===== src/rtl/shake_arbiter.sv =====
`default_nettype none
// ============================================================================
//  Module      : shake_arbiter
//  Description : Round-robin arbiter that shares one SHAKE engine between
//                NREQ requesters. A winner owns the engine from START until
//                the engine reports completion and is never pre-empted.
//  Revision    : 1.0 - initial release
// ----------------------------------------------------------------------------
//  Ports
//    clk              rising-edge clock
//    rst              synchronous active-high reset
//    req_i            per-requester request level            [NREQ]
//    req_cmd_i        per-requester command, 8 bits each     [NREQ*8]
//    req_din_i        per-requester absorb data, DW each     [NREQ*DW]
//    gnt_o            one-hot ownership grant (START/RUN)    [NREQ]
//    done_o           one-cycle completion pulse to owner    [NREQ]
//    dout_valid_o     engine output-valid routed to owner    [NREQ]
//    busy_o           high whenever the FSM is not IDLE
//    err_o            one-cycle timeout pulse (with done_o)
//    eng_start_o      one-cycle engine start pulse
//    eng_cmd_o        latched command of the owner           [8]
//    eng_din_o        owner's absorb data, zero if no owner  [DW]
//    eng_done_i       engine completion pulse
//    eng_dout_valid_i engine squeeze-output valid
//  Configuration
//    SHAKE_ARB_TIMEOUT_EN  when defined, a 16-bit watchdog forces RELEASE
//                          after TIMEOUT_CYC cycles in RUN and raises err_o.
//                          When undefined, RUN waits on eng_done_i forever
//                          and err_o is tied low.
// ============================================================================
module shake_arbiter #(
  parameter int NREQ        = 3,
  parameter int DW          = 64,
  parameter int TIMEOUT_CYC = 4096
) (
  input  logic              clk,
  input  logic              rst,
  input  logic [NREQ-1:0]   req_i,
  input  logic [NREQ*8-1:0] req_cmd_i,
  input  logic [NREQ*DW-1:0] req_din_i,
  output logic [NREQ-1:0]   gnt_o,
  output logic [NREQ-1:0]   done_o,
  output logic [NREQ-1:0]   dout_valid_o,
  output logic              busy_o,
  output logic              err_o,
  output logic              eng_start_o,
  output logic [7:0]        eng_cmd_o,
  output logic [DW-1:0]     eng_din_o,
  input  logic              eng_done_i,
  input  logic              eng_dout_valid_i
);

  localparam int OW = (NREQ > 1) ? $clog2(NREQ) : 1;

  localparam logic [1:0] S_IDLE    = 2'd0;
  localparam logic [1:0] S_START   = 2'd1;
  localparam logic [1:0] S_RUN     = 2'd2;
  localparam logic [1:0] S_RELEASE = 2'd3;

  logic [1:0]    state_q, state_d;
  logic [OW-1:0] owner_q, owner_d;
  logic [OW-1:0] ptr_q, ptr_d;
  logic [7:0]    cmd_q, cmd_d;

  logic [7:0]    w_cmd [NREQ];
  logic [DW-1:0] w_din [NREQ];
  logic [OW-1:0] w_pick;
  logic          w_tmo_hit;

  // Unpack the flat per-requester buses so the owner can index them directly.
  generate
    for (genvar gi = 0; gi < NREQ; gi++) begin : g_unpack
      assign w_cmd[gi] = req_cmd_i[gi*8 +: 8];
      assign w_din[gi] = req_din_i[gi*DW +: DW];
    end
  endgenerate

  // Round-robin pick: scan from p+1 upward, wrapping at NREQ, first set bit
  // wins. The result is only consumed when at least one request is set.
  function automatic logic [OW-1:0] rr_pick(input logic [NREQ-1:0] r,
                                            input logic [OW-1:0]   p);
    logic [OW-1:0] idx;
    logic          found;
    rr_pick = '0;
    found   = 1'b0;
    idx     = p;
    for (int k = 0; k < NREQ; k++) begin
      idx = (idx == OW'(NREQ - 1)) ? '0 : idx + OW'(1);
      if (!found && r[idx]) begin
        found   = 1'b1;
        rr_pick = idx;
      end
    end
  endfunction

  assign w_pick = rr_pick(req_i, ptr_q);

  // --------------------------------------------------------------------------
  // State and datapath registers
  // --------------------------------------------------------------------------
  always_ff @(posedge clk) begin
    if (rst) begin
      state_q <= S_IDLE;
      owner_q <= '0;
      cmd_q   <= '0;
      ptr_q   <= OW'(NREQ - 1);
    end else begin
      state_q <= state_d;
      owner_q <= owner_d;
      cmd_q   <= cmd_d;
      ptr_q   <= ptr_d;
    end
  end

  // --------------------------------------------------------------------------
  // Next-state logic
  // --------------------------------------------------------------------------
  always_comb begin
    state_d = state_q;
    owner_d = owner_q;
    cmd_d   = cmd_q;
    ptr_d   = ptr_q;
    case (state_q)
      S_IDLE: begin
        if (|req_i) begin
          state_d = S_START;
          owner_d = w_pick;
          cmd_d   = w_cmd[w_pick];
        end
      end
      S_START: begin
        state_d = S_RUN;
      end
      S_RUN: begin
        // Completion is only honoured here; elsewhere eng_done_i is ignored.
        if (eng_done_i || w_tmo_hit) begin
          state_d = S_RELEASE;
        end
      end
      S_RELEASE: begin
        state_d = S_IDLE;
        ptr_d   = owner_q;
      end
      default: begin
        state_d = S_IDLE;
      end
    endcase
  end

  // --------------------------------------------------------------------------
  // Output logic
  // --------------------------------------------------------------------------
  always_comb begin
    gnt_o        = '0;
    done_o       = '0;
    dout_valid_o = '0;
    eng_start_o  = 1'b0;
    eng_cmd_o    = '0;
    eng_din_o    = '0;
    busy_o       = (state_q != S_IDLE);
    case (state_q)
      S_START: begin
        eng_start_o           = 1'b1;
        gnt_o[owner_q]        = 1'b1;
        eng_cmd_o             = cmd_q;
        eng_din_o             = w_din[owner_q];
        dout_valid_o[owner_q] = eng_dout_valid_i;
      end
      S_RUN: begin
        gnt_o[owner_q]        = 1'b1;
        eng_cmd_o             = cmd_q;
        eng_din_o             = w_din[owner_q];
        dout_valid_o[owner_q] = eng_dout_valid_i;
      end
      S_RELEASE: begin
        done_o[owner_q] = 1'b1;
        eng_cmd_o       = cmd_q;
      end
      default: begin
      end
    endcase
  end

  // --------------------------------------------------------------------------
  // Optional RUN watchdog
  // --------------------------------------------------------------------------
`ifdef SHAKE_ARB_TIMEOUT_EN
  logic [15:0] tmo_cnt_q, tmo_cnt_d;
  logic        tmo_q;

  // Counter value k means the FSM is in its (k+1)-th RUN cycle.
  assign w_tmo_hit = (state_q == S_RUN) && !eng_done_i &&
                     (tmo_cnt_q == 16'(TIMEOUT_CYC - 1));

  always_comb begin
    tmo_cnt_d = tmo_cnt_q;
    if (state_q == S_START) begin
      tmo_cnt_d = '0;
    end else if (state_q == S_RUN) begin
      tmo_cnt_d = tmo_cnt_q + 16'd1;
    end
  end

  // tmo_q remembers that the RUN->RELEASE step was caused by the watchdog.
  always_ff @(posedge clk) begin
    if (rst) begin
      tmo_cnt_q <= '0;
      tmo_q     <= 1'b0;
    end else begin
      tmo_cnt_q <= tmo_cnt_d;
      tmo_q     <= w_tmo_hit;
    end
  end

  assign err_o = (state_q == S_RELEASE) && tmo_q;
`else
  logic w_unused_timeout;

  assign w_tmo_hit        = 1'b0;
  assign err_o            = 1'b0;
  assign w_unused_timeout = (TIMEOUT_CYC == 0);
`endif

endmodule
`default_nettype wire


===== config.mk =====
export PLATFORM = sky130hd
export DESIGN_NAME = shake_arbiter
export DESIGN_NICKNAME = d
export VERILOG_FILES = /design/src/rtl/shake_arbiter.sv
export SDC_FILE = /design/constraint.sdc
export NUM_CORES = 1
export LEC_CHECK = 0
export CORE_AREA = 2 2 120 122
export CTS_CLUSTER_SIZE = 28
export DETAILED_ROUTE_END_ITERATION = 10
export DIE_AREA = 0 0 122 124
export MAX_ROUTING_LAYER = met4
export SLEW_MARGIN = 20
export SYNTH_ARGS = -nofsm -noshare
export SYNTH_HDL_FRONTEND = slang
export SYNTH_SLANG_ARGS = --single-unit

===== constraint.sdc =====
create_clock -name clk -period 2.2 [get_ports clk]
set_clock_uncertainty 0.2 [all_clocks]
set_input_delay 0.44 -clock clk [delete_from_list [all_inputs] [get_ports clk]]
set_output_delay 0.44 -clock clk [all_outputs]
set_load 0.005 [all_outputs]

==> impl_metrics.csv, run 1 <==
group,metric,value,unit
status,status,"complete, but fails checks",
status,violations,"negative setup slack",
finish,final_cell_mix,"231 x clkdlybuf4s50_1, 69 x mux2i_1, 62 x and2_1",
finish,drive_gt1_share,25.9,%
drt,drt_iter0_markers,118,
placement,placedCellCount,882,
sta,fin_crit,2290,ps
cts,cts_tree,"done",
min_path,hold_class,"reg2reg",
job,cap_violations,0,
synthesis,syn_nets,621,
synthesis,synth_enable_flop_cells,0,
placement,io_buffers,305,
sta,whs,256,ps
worst_setup_path,path_max_fanout,4,
finish,multi_input_area,2340,sq um
global_route,gr-total-overflow,0,
sta,clock.fmax,0.438,GHz
cts,cts_sinks,14,
drt,wirelength,15400,um
sta,finalCritPeriodShare,104,%
worst_setup_path,crit_chain,"buf_12, buf_12, clkbuf_16, buf_4, mux2i_1, o21ai_0, and2_1, dlymetal6s2s_1",
synthesis,synthArstFlopShare,0,%
floorplanning,fp.coreArea,13700,sq um
synthesis,synth_warnings,0,
synthesis,synth_top_area_share,28.4,%
global_route,antenna_found_initial,1,
sta,finalHoldViolCount,0,
pwr,cellLeakagePower,2.82,nW
drt,via_per_inst,4.47,
synthesis,yosysTopAreaCell,"mux2i_1",
floorplanning,fp.dieW,122,um
sta,layout_setup_ws,-85.6,ps
cts,postCtsHoldBufs,0,
global_route,grt_usage,17.8,%
floorplanning,io_pins,307,
finish,fin_util,49.6,%
cts,cts_made_buffers,3,
drt,highest_layer,"met4",
drt,first_pass_iters,4,
synthesis,synth.distinct_cells,33,
finish,fillers,1347,
drt,drc,0,
sta,setup_violations,26,
finish,final_common_cell,"clkdlybuf4s50_1",
finish,seq_area,288,sq um
pwr,ir_drop,421,uV
synthesis,synth_seq_cells,14,
global_route,grt_pass1_wl,20700,um
drt,wl_met1,6040,um
worst_setup_path,path_class,"reg2out",
finish,final_cells,929,
floorplanning,rows,43,
synthesis,netlist_area,2650,sq um
placement,gp_congestion,0.805,
synthesis,synth-main-ff-cell,"dfxtp_1",
cts,clk_pin_slew,50,ps
pwr,pwr_density_cell,744,nW/um^2
floorplanning,die-area,15100,sq um
placement,dp_hpwl,11400,um
drt,wl_met2,7910,um
sta,slew_violations,0,
drt,dr_wl_met3,1150,um
drt,vias,4149,
finish,syn_to_final_growth,157,%
sta,rsz0062_at_grt,"true",
worst_setup_path,crit_path_start_kind,"register",
cts,htreeDepth,1,
worst_setup_path,critical_path.max_stage_delay,370,ps
worst_setup_path,endpoint_kind,"primary output",
synthesis,synth_area_leaders,"mux2i_1 28%, and2_1 16%, o21ai_0 12%, dfxtp_1 11%, nand2_1 11%",
global_route,first_global_vias,4133,
finish,fin_nets,976,
worst_setup_path,cp.arrival,1650,ps
cts,clock_latency,250,ps
drt,ant_nets,0,
worst_setup_path,worstPathRequired,1560,ps
floorplanning,fp.dieH,124,um
synthesis,synthCells,394,
placement,pre_cts_ws,-304,ps
worst_setup_path,cp_common_cell,"buf_12",
drt,wl_per_cell,16.6,um
synthesis,avgSynthCellArea,6.71,sq um
global_route,grt_max_degree,43,
floorplanning,start_util,19.3,%
cts,ctsRootBufferMaster,"clkbuf_16",
cts,cts_buffer_depth,2,
synthesis,ys_seq_area_share,10.6,%
worst_setup_path,critPathSlowestCell,"dfxtp_4",
-- stage by stage --
step	instance area, sq um	total power [mW]	setup TNS (ps)
6_report	6810	5.06	-923
2_1_floorplan	2650	1.76	0
3_5_place_dp	6180	4.08	-12440
5_1_grt	6810	5.43	-3980
3_3_place_gp	6180	4.07	-11380
4_1_cts	6440	4.74	-3290
-- layer usage --
layer  GRT usage, %  up-vias
li1               -     2058
met1           20.0     1870
met2           33.1      196
met3           2.29       25
met4           5.17        0
met5              -        -
-- final cells by class --
cell class	instances	share of cell area [%]
timing repair buffer	383	56.1
antenna	1	0.0368
sequential	14	4.23
multi-input combinational	337	34.4
inverter	10	0.551
tap	180	3.31
clock buffer	4	1.31
-- registers in the layout, indices dropped and copies added, names as in the netlist --
name,count
ptr_q,2
state_q,2
cmd_q,8
owner_q,2
-- synth_stat cells, types with 4 or more instances --
cell / count
mux2i_1: 75
nand2_1: 74
and2_1: 67
o21ai_0: 63
clkbuf_1: 18
dfxtp_1: 14
nor2b_1: 12
buf_2: 11
inv_1: 10
nor2_1: 7
and3_1: 6
o21ai_1: 5
a41oi_1: 4
ha_1: 4
o221ai_1: 4
-- what timing repair did --
action,in CTS,in global routing
gates resized for setup,195,204
gates cloned,3,6
pin swaps,2,66
endpoints found under the hold margin,0,0
buffers inserted,9,30
endpoints found under the setup margin,82,68
-- path summary, 6_finish.rpt --
kind / startpoint / endpoint / slack, ps / cells after the start
max: owner_q[1] / eng_din_o[57] / -90 / 8
min: cmd_q[6] / cmd_q[6] / 260 / 2
max reg2reg: state_q[0] / cmd_q[6] / 370 / 5
min reg2reg: cmd_q[6] / cmd_q[6] / 260 / 2
-- logic make-up after synthesis --
| family | count (synthesis) | synth area share (%) |
|---|---|---|
| adder cells (fa/ha/maj) | 4 | 1.89 |
| AND/OR/NAND/NOR | 173 | 33.7 |
| multiplexers | 75 | 28.4 |
| flip-flops | 14 | 10.6 |
| AO/OA/AOI/OAI | 84 | 18.2 |
| buffers and inverters | 43 | 7.05 |
| other | 1 | 0.142 |
-- critical path, delay by kind of cell, from the launching register on --
kind | cells | cell delay (ps)
multiplexers | 1 | 120
AND/OR/NAND/NOR | 1 | 150
flip-flops | 1 | 370
buffers and inverters | 5 | 680
AO/OA/AOI/OAI | 1 | 80
-- power by group --
group          switching, mW  internal, mW  leakage, nW
clock                  0.113         0.276       0.0442
combinational           1.74          2.55         2.66
sequential            0.0415         0.334        0.117
total                   1.90          3.16         2.82
Note: power is estimated with default switching activity, not from simulation.
==> inputs of run 2 (changes only) <==
--- a/config.mk
+++ b/config.mk
@@ -5,6 +5,7 @@
 export SDC_FILE = /design/constraint.sdc
 export NUM_CORES = 1
 export LEC_CHECK = 0
+export ABC_AREA = 1
 export CORE_AREA = 2 2 120 122
 export CTS_CLUSTER_SIZE = 28
 export DETAILED_ROUTE_END_ITERATION = 10
==> impl_metrics.csv, run 2 <==
group,metric,value,unit
finish,final_common_cell,"clkdlybuf4s50_1",
synthesis,synth-main-ff-cell,"dfxtp_1",
synthesis,synth_top_family_by_area,"simple AND/OR/NAND/NOR gates",
cts,clk_pin_slew,50,ps
global_route,gr-total-overflow,0,
cts,ctsRootBufferMaster,"clkbuf_16",
synthesis,synth.distinct_cells,27,
sta,slew_violations,0,
drt,drc,0,
synthesis,netlist_area,2440,sq um
sta,clock.fmax,0.436,GHz
synthesis,synthArstFlopShare,0,%
sta,finalCritPeriodShare,104,%
sta,fin_crit,2290,ps
pwr,swShare,43.0,%
status,violations,"negative setup slack",
pwr,combPwrFrac,90.1,%
pwr,p_sw,3.56,mW
global_route,grt_max_degree,19,
finish,antenna_cells,0,
cts,cts_made_buffers,3,
floorplanning,die-area,15100,sq um
placement,placedCellCount,994,
synthesis,synth_enable_flop_cells,0,
finish,drive_gt1_share,33.5,%
synthesis,synth_seq_cells,14,
worst_setup_path,path_max_fanout,6,
synthesis,synth-adder-area-share,2.05,%
worst_setup_path,cp.arrival,1650,ps
drt,wl_per_cell,15.8,um
worst_setup_path,endpoint_kind,"primary output",
global_route,grt_pass1_wl,22900,um
synthesis,synthCells,498,
pwr,ir_drop,463,uV
synthesis,ys_seq_area_share,11.5,%
synthesis,synthTopCellsByCount,"219 x nand2_1, 65 x inv_1, 50 x nand3_1",
drt,wirelength,16600,um
synthesis,syn_nets,725,
drt,via_per_inst,4.39,
finish,fin_nets,1102,
min_path,hold_class,"reg2reg",
pwr,pwr_density_cell,1150,nW/um^2
finish,largest-register,"cmd_q",
finish,final_cells,1054,
job,cap_violations,0,
pwr,power_frac_seq,5.3,%
placement,placed_cell_area,5980,sq um
floorplanning,io_pins,307,
sta,whs,336,ps
placement,io_buffers,305,
synthesis,synth_top_area_share,33.7,%
synthesis,synth_xor_xnor_area_share,0,%
worst_setup_path,worstPathRequired,1560,ps
synthesis,synth_warnings,0,
synthesis,synth.area.mux_share,0,%
finish,fin_area,7190,sq um
drt,first_pass_iters,4,
cts,cts_tree,"done",
cts,htreeDepth,1,
floorplanning,fp.coreArea,13700,sq um
pwr,p_clk_share,4.6,%
sta,setup_violations,35,
worst_setup_path,crit_chain,"inv_2, ha_4, inv_6, nor2_4, buf_6, buf_16, nand2_1, nand3_2, buf_2",
sta,layout_setup_ws,-91.3,ps
placement,pre_cts_ws,-395,ps
global_route,antenna_found_initial,0,
synthesis,synth-simple-area-share,54.9,%
pwr,cellLeakagePower,3.62,nW
finish,syn_to_final_growth,195,%
pwr,p_int,4.71,mW
floorplanning,start_util,17.8,%
status,status,"complete, but fails checks",
finish,final_cell_mix,"231 x clkdlybuf4s50_1, 182 x nand2_1, 56 x inv_1",
finish,largest_reg_flops,8,
sta,rsz0062_at_grt,"true",
synthesis,avgSynthCellArea,4.90,sq um
global_route,grt_usage,19.8,%
cts,cts_buffer_depth,2,
floorplanning,fp.dieH,124,um
cts,clock_latency,240,ps
global_route,first_global_vias,4429,
placement,dp_hpwl,11600,um
synthesis,yosysTopAreaCell,"nand2_1",
drt,drt_iter0_markers,158,
synthesis,synth_compound_area_share,15.8,%
synthesis,synth_area_leaders,"nand2_1 34%, dfxtp_1 11%, nand3_1 10%, inv_1 10%, a22oi_1 8.6%",
worst_setup_path,critPathSlowestCell,"dfxtp_2",
floorplanning,fp.dieW,122,um
worst_setup_path,critical_path.max_stage_delay,320,ps
floorplanning,rows,43,
placement,gp_congestion,0.806,
worst_setup_path,path_class,"reg2out",
sta,finalHoldViolCount,0,
synthesis,yosysMostFrequentCell,"nand2_1",
drt,ant_nets,0,
drt,vias,4622,
cts,cts_sinks,14,
worst_setup_path,crit_path_start_kind,"register",
-- run 2: cell count changes after synthesis, sizes merged, moves of 51 or more --
cell   previous run  this run
nand3             1        52
nand2            74       221
o21ai            68         8
inv              10        68
and2             67         0
mux2i            75         0
-- run 2: final timing paths --
| kind | start | end | slack [ps] | cells past startpoint |
|---|---|---|---|---|
| setup / recovery | state_q[1] | eng_din_o[30] | -90 | 9 |
| hold / removal | cmd_q[7] | cmd_q[7] | 340 | 2 |
| setup reg to reg | ptr_q[1] | cmd_q[5] | 370 | 9 |
| hold reg to reg | cmd_q[7] | cmd_q[7] | 340 | 2 |
-- run 2: cell families after synthesis --
family,Yosys count
buf+inv,97
flops,14
compound gates,60
other cells,1
simple gates,322
fa+ha+maj,4
-- run 2: cell type report --
cell class,count,area (sq um)
fillers,1392,6530
well taps,180,225
multi-input cells,387,2300
clock buffers,4,88.8
flip-flops and latches,14,290
repair buffers,400,4030
inverters,69,267
-- run 2: stage by stage --
step                      util (%)  power [mW]  TNS [ps]
after CTS                     50.6        8.08     -4740
after global routing          52.4        8.92     -5530
after detailed placement      43.6        5.99    -13610
after global placement        43.6        6.02    -13340
final                         52.4        8.26     -1360
after floorplan                  -        2.67         0
-- run 2: critical path: cells and delay by family, from the launching register on --
kind	cells	cell delay [ps]
buf+inv	5	490
simple gates	3	300
flops	1	320
fa+ha+maj	1	290
-- run 2: layer usage --
metal  vias up  routed length [um]  global-route usage, %
met1      2080                6770                   24.1
li1       2334                   -                      -
met2       192                8610                   35.3
met4         0                 221                   2.66
met5         -                   0                      -
met3        16                1030                   3.30
-- run 2: what timing repair did --
item / 4_1_cts / 5_1_grt
gates resized for setup: 347 / 135
endpoints found under the hold margin: 0 / 0
cloned: 12 / 6
setup endpoints to repair: 82 / 75
buffers inserted: 38 / 12
pin swaps: 23 / 42
hold buffers: 0 / 0
-- run 2: power groups by stage --
stage | Combinational [mW] | Clock, mW | Sequential [mW]
after floorplan | 2.27 | 0 | 0.400
after global placement | 5.60 | 0 | 0.419
after detailed placement | 5.57 | 0 | 0.418
after CTS | 7.26 | 0.384 | 0.433
after global routing | 8.07 | 0.400 | 0.447
final | 7.45 | 0.382 | 0.434
==> inputs of run 3 (changes only) <==
--- a/config.mk
+++ b/config.mk
@@ -11,6 +11,7 @@
 export DETAILED_ROUTE_END_ITERATION = 10
 export DIE_AREA = 0 0 122 124
 export MAX_ROUTING_LAYER = met4
+export RECOVER_POWER = 25
 export SLEW_MARGIN = 20
 export SYNTH_ARGS = -nofsm -noshare
 export SYNTH_HDL_FRONTEND = slang
==> impl_metrics.csv, run 3 (synthesis gave the netlist of run 2 again) <==
group,metric,value,unit
drt,first_pass_iters,4,
placement,pre_cts_ws,-395,ps
sta,slew_violations,0,
pwr,p_sw,3.55,mW
floorplanning,fp.coreArea,13700,sq um
status,violations,"negative setup slack",
finish,antenna_cells,0,
worst_setup_path,r2r-end,"cmd_q[5]",
worst_setup_path,crit_buf_inv,5,
placement,placed_cell_area,5980,sq um
worst_setup_path,crit_path_start_kind,"register",
pwr,power_frac_seq,5.3,%
status,status,"complete, but fails checks",
drt,drc,0,
worst_setup_path,endpoint_kind,"primary output",
worst_setup_path,rrSetupSlack,370,ps
worst_setup_path,cp.arrival,1650,ps
worst_setup_path,critical_path.max_stage_delay,320,ps
pwr,ir_drop,464,uV
cts,clock_latency,240,ps
finish,final_common_cell,"clkdlybuf4s50_1",
sta,tns,-1370,ps
worst_setup_path,path_class,"reg2out",
cts,postCtsHoldBufs,0,
global_route,grt_max_degree,19,
pwr,power.total,8.25,mW
worst_setup_path,worst-path-stages,9,
sta,layout_setup_ws,-94.8,ps
worst_setup_path,worstPathRequired,1560,ps
finish,largest_reg_flops,8,
floorplanning,start_util,17.8,%
cts,ctsRootBufferMaster,"clkbuf_16",
sta,finalCritPeriodShare,104,%
drt,vias,4618,
global_route,grt_pass1_wl,22900,um
pwr,combPwrFrac,90.1,%
cts,cts_buffer_depth,2,
finish,fin_area,7180,sq um
finish,largest-register,"cmd_q",
finish,drive_gt1_share,33.2,%
global_route,grt_usage,19.8,%
sta,whs,338,ps
placement,io_buffers,305,
global_route,gr-total-overflow,0,
floorplanning,fp.dieH,124,um
min_path,worstHoldStart,"cmd_q[7]",
cts,htreeDepth,1,
finish,final_cell_mix,"229 x clkdlybuf4s50_1, 182 x nand2_1, 56 x inv_1",
floorplanning,fp.dieW,122,um
sta,rsz0062_at_grt,"true",
cts,cts_tree,"done",
drt,wirelength,16600,um
drt,wl_per_cell,15.7,um
global_route,first_global_vias,4429,
sta,finalHoldViolCount,0,
pwr,swShare,43.1,%
finish,fin_nets,1102,
min_path,hold_class,"reg2reg",
cts,cts_made_buffers,3,
placement,dp_hpwl,11600,um
cts,clk_pin_slew,50,ps
floorplanning,rows,43,
finish,syn_to_final_growth,194,%
drt,ant_nets,0,
placement,placedCellCount,994,
cts,cts_sinks,14,
worst_setup_path,crit_chain,"inv_2, ha_4, inv_6, nor2_4, buf_6, buf_16, nand2_1, nand3_2, buf_2",
worst_setup_path,r2r_cells,9,
pwr,pwr_density_cell,1150,nW/um^2
pwr,cellLeakagePower,3.61,nW
floorplanning,io_pins,307,
drt,via_per_inst,4.38,
sta,fin_crit,2290,ps
floorplanning,die-area,15100,sq um
worst_setup_path,worstReg2RegStart,"ptr_q[1]",
worst_setup_path,path_max_fanout,6,
pwr,p_int,4.70,mW
drt,drt_iter0_markers,170,
finish,fin_util,52.4,%
global_route,antenna_found_initial,0,
min_path,whs_path_depth,2,
placement,gp_congestion,0.806,
sta,clock.fmax,0.436,GHz
finish,fillers,1392,
min_path,min_to,"cmd_q[7]",
job,cap_violations,0,
pwr,p_clk_share,4.6,%
sta,setup_violations,35,
worst_setup_path,critPathSlowestCell,"dfxtp_2",
finish,final_cells,1054,
worst_setup_path,path_delay_family,"buffers and inverters",
-- run 3: cell types whose count changed in the layout (fill, tap and decap cells not counted), sizes merged --
cell           previous run  this run
buf                     145       143
clkbuf                   22        24
dlygate4sd3               0         2
dlymetal6s2s              1         0
clkdlybuf4s50           231       229
dlymetal6s4s              0         1
-- run 3: how the worst max path moves through the flow --
stage	start	end	slack [ps]
floorplan	state_q[0]	eng_din_o[0]	90
global placement	state_q[0]	dout_valid_o[0]	-440
detailed placement	state_q[0]	dout_valid_o[0]	-390
CTS	state_q[0]	eng_din_o[53]	-180
global route	state_q[1]	eng_din_o[16]	-160
finish	state_q[1]	eng_din_o[30]	-90
-- run 3: power groups by stage --
stage | Sequential (mW) | Combinational, mW | Clock (mW)
2_1_floorplan | 0.400 | 2.27 | 0
3_3_place_gp | 0.419 | 5.60 | 0
3_5_place_dp | 0.418 | 5.57 | 0
4_1_cts | 0.433 | 7.26 | 0.384
5_1_grt | 0.447 | 8.06 | 0.400
6_report | 0.435 | 7.43 | 0.382
-- run 3: final cells by class --
| class | count | area (sq um) | share of cell area (%) |
|---|---|---|---|
| well taps | 180 | 225 | 3.14 |
| flip-flops and latches | 14 | 290 | 4.04 |
| inverters | 69 | 267 | 3.71 |
| repair buffers | 400 | 4020 | 55.9 |
| clock buffers | 4 | 88.8 | 1.24 |
| multi-input cells | 387 | 2290 | 31.9 |
-- run 3: what timing repair did --
action                                  in CTS  in global routing
pin swaps                                   23                 42
resized for setup                          347                135
endpoints found under the setup margin      82                 75
endpoints found under the hold margin        0                  0
cloned                                      12                  6
setup buffers                               38                 12
-- run 3: worst reg2reg max path, delay by kind of cell (launching register included) --
family                 cells  cell delay (ps)
AOI/OAI and AO/OA          1              150
DFF                        1              370
and+or+nand+nor            6              710
buffers and inverters      2              320
-- run 3: routing by layer --
metal  up-vias  track usage, %  share of wire, %
li1       2334               -                 -
met1      2074            24.1                41
met2       196            35.3                52
met3        14            3.30               6.1
met4         0            2.66               1.3
met5         -               -                 0
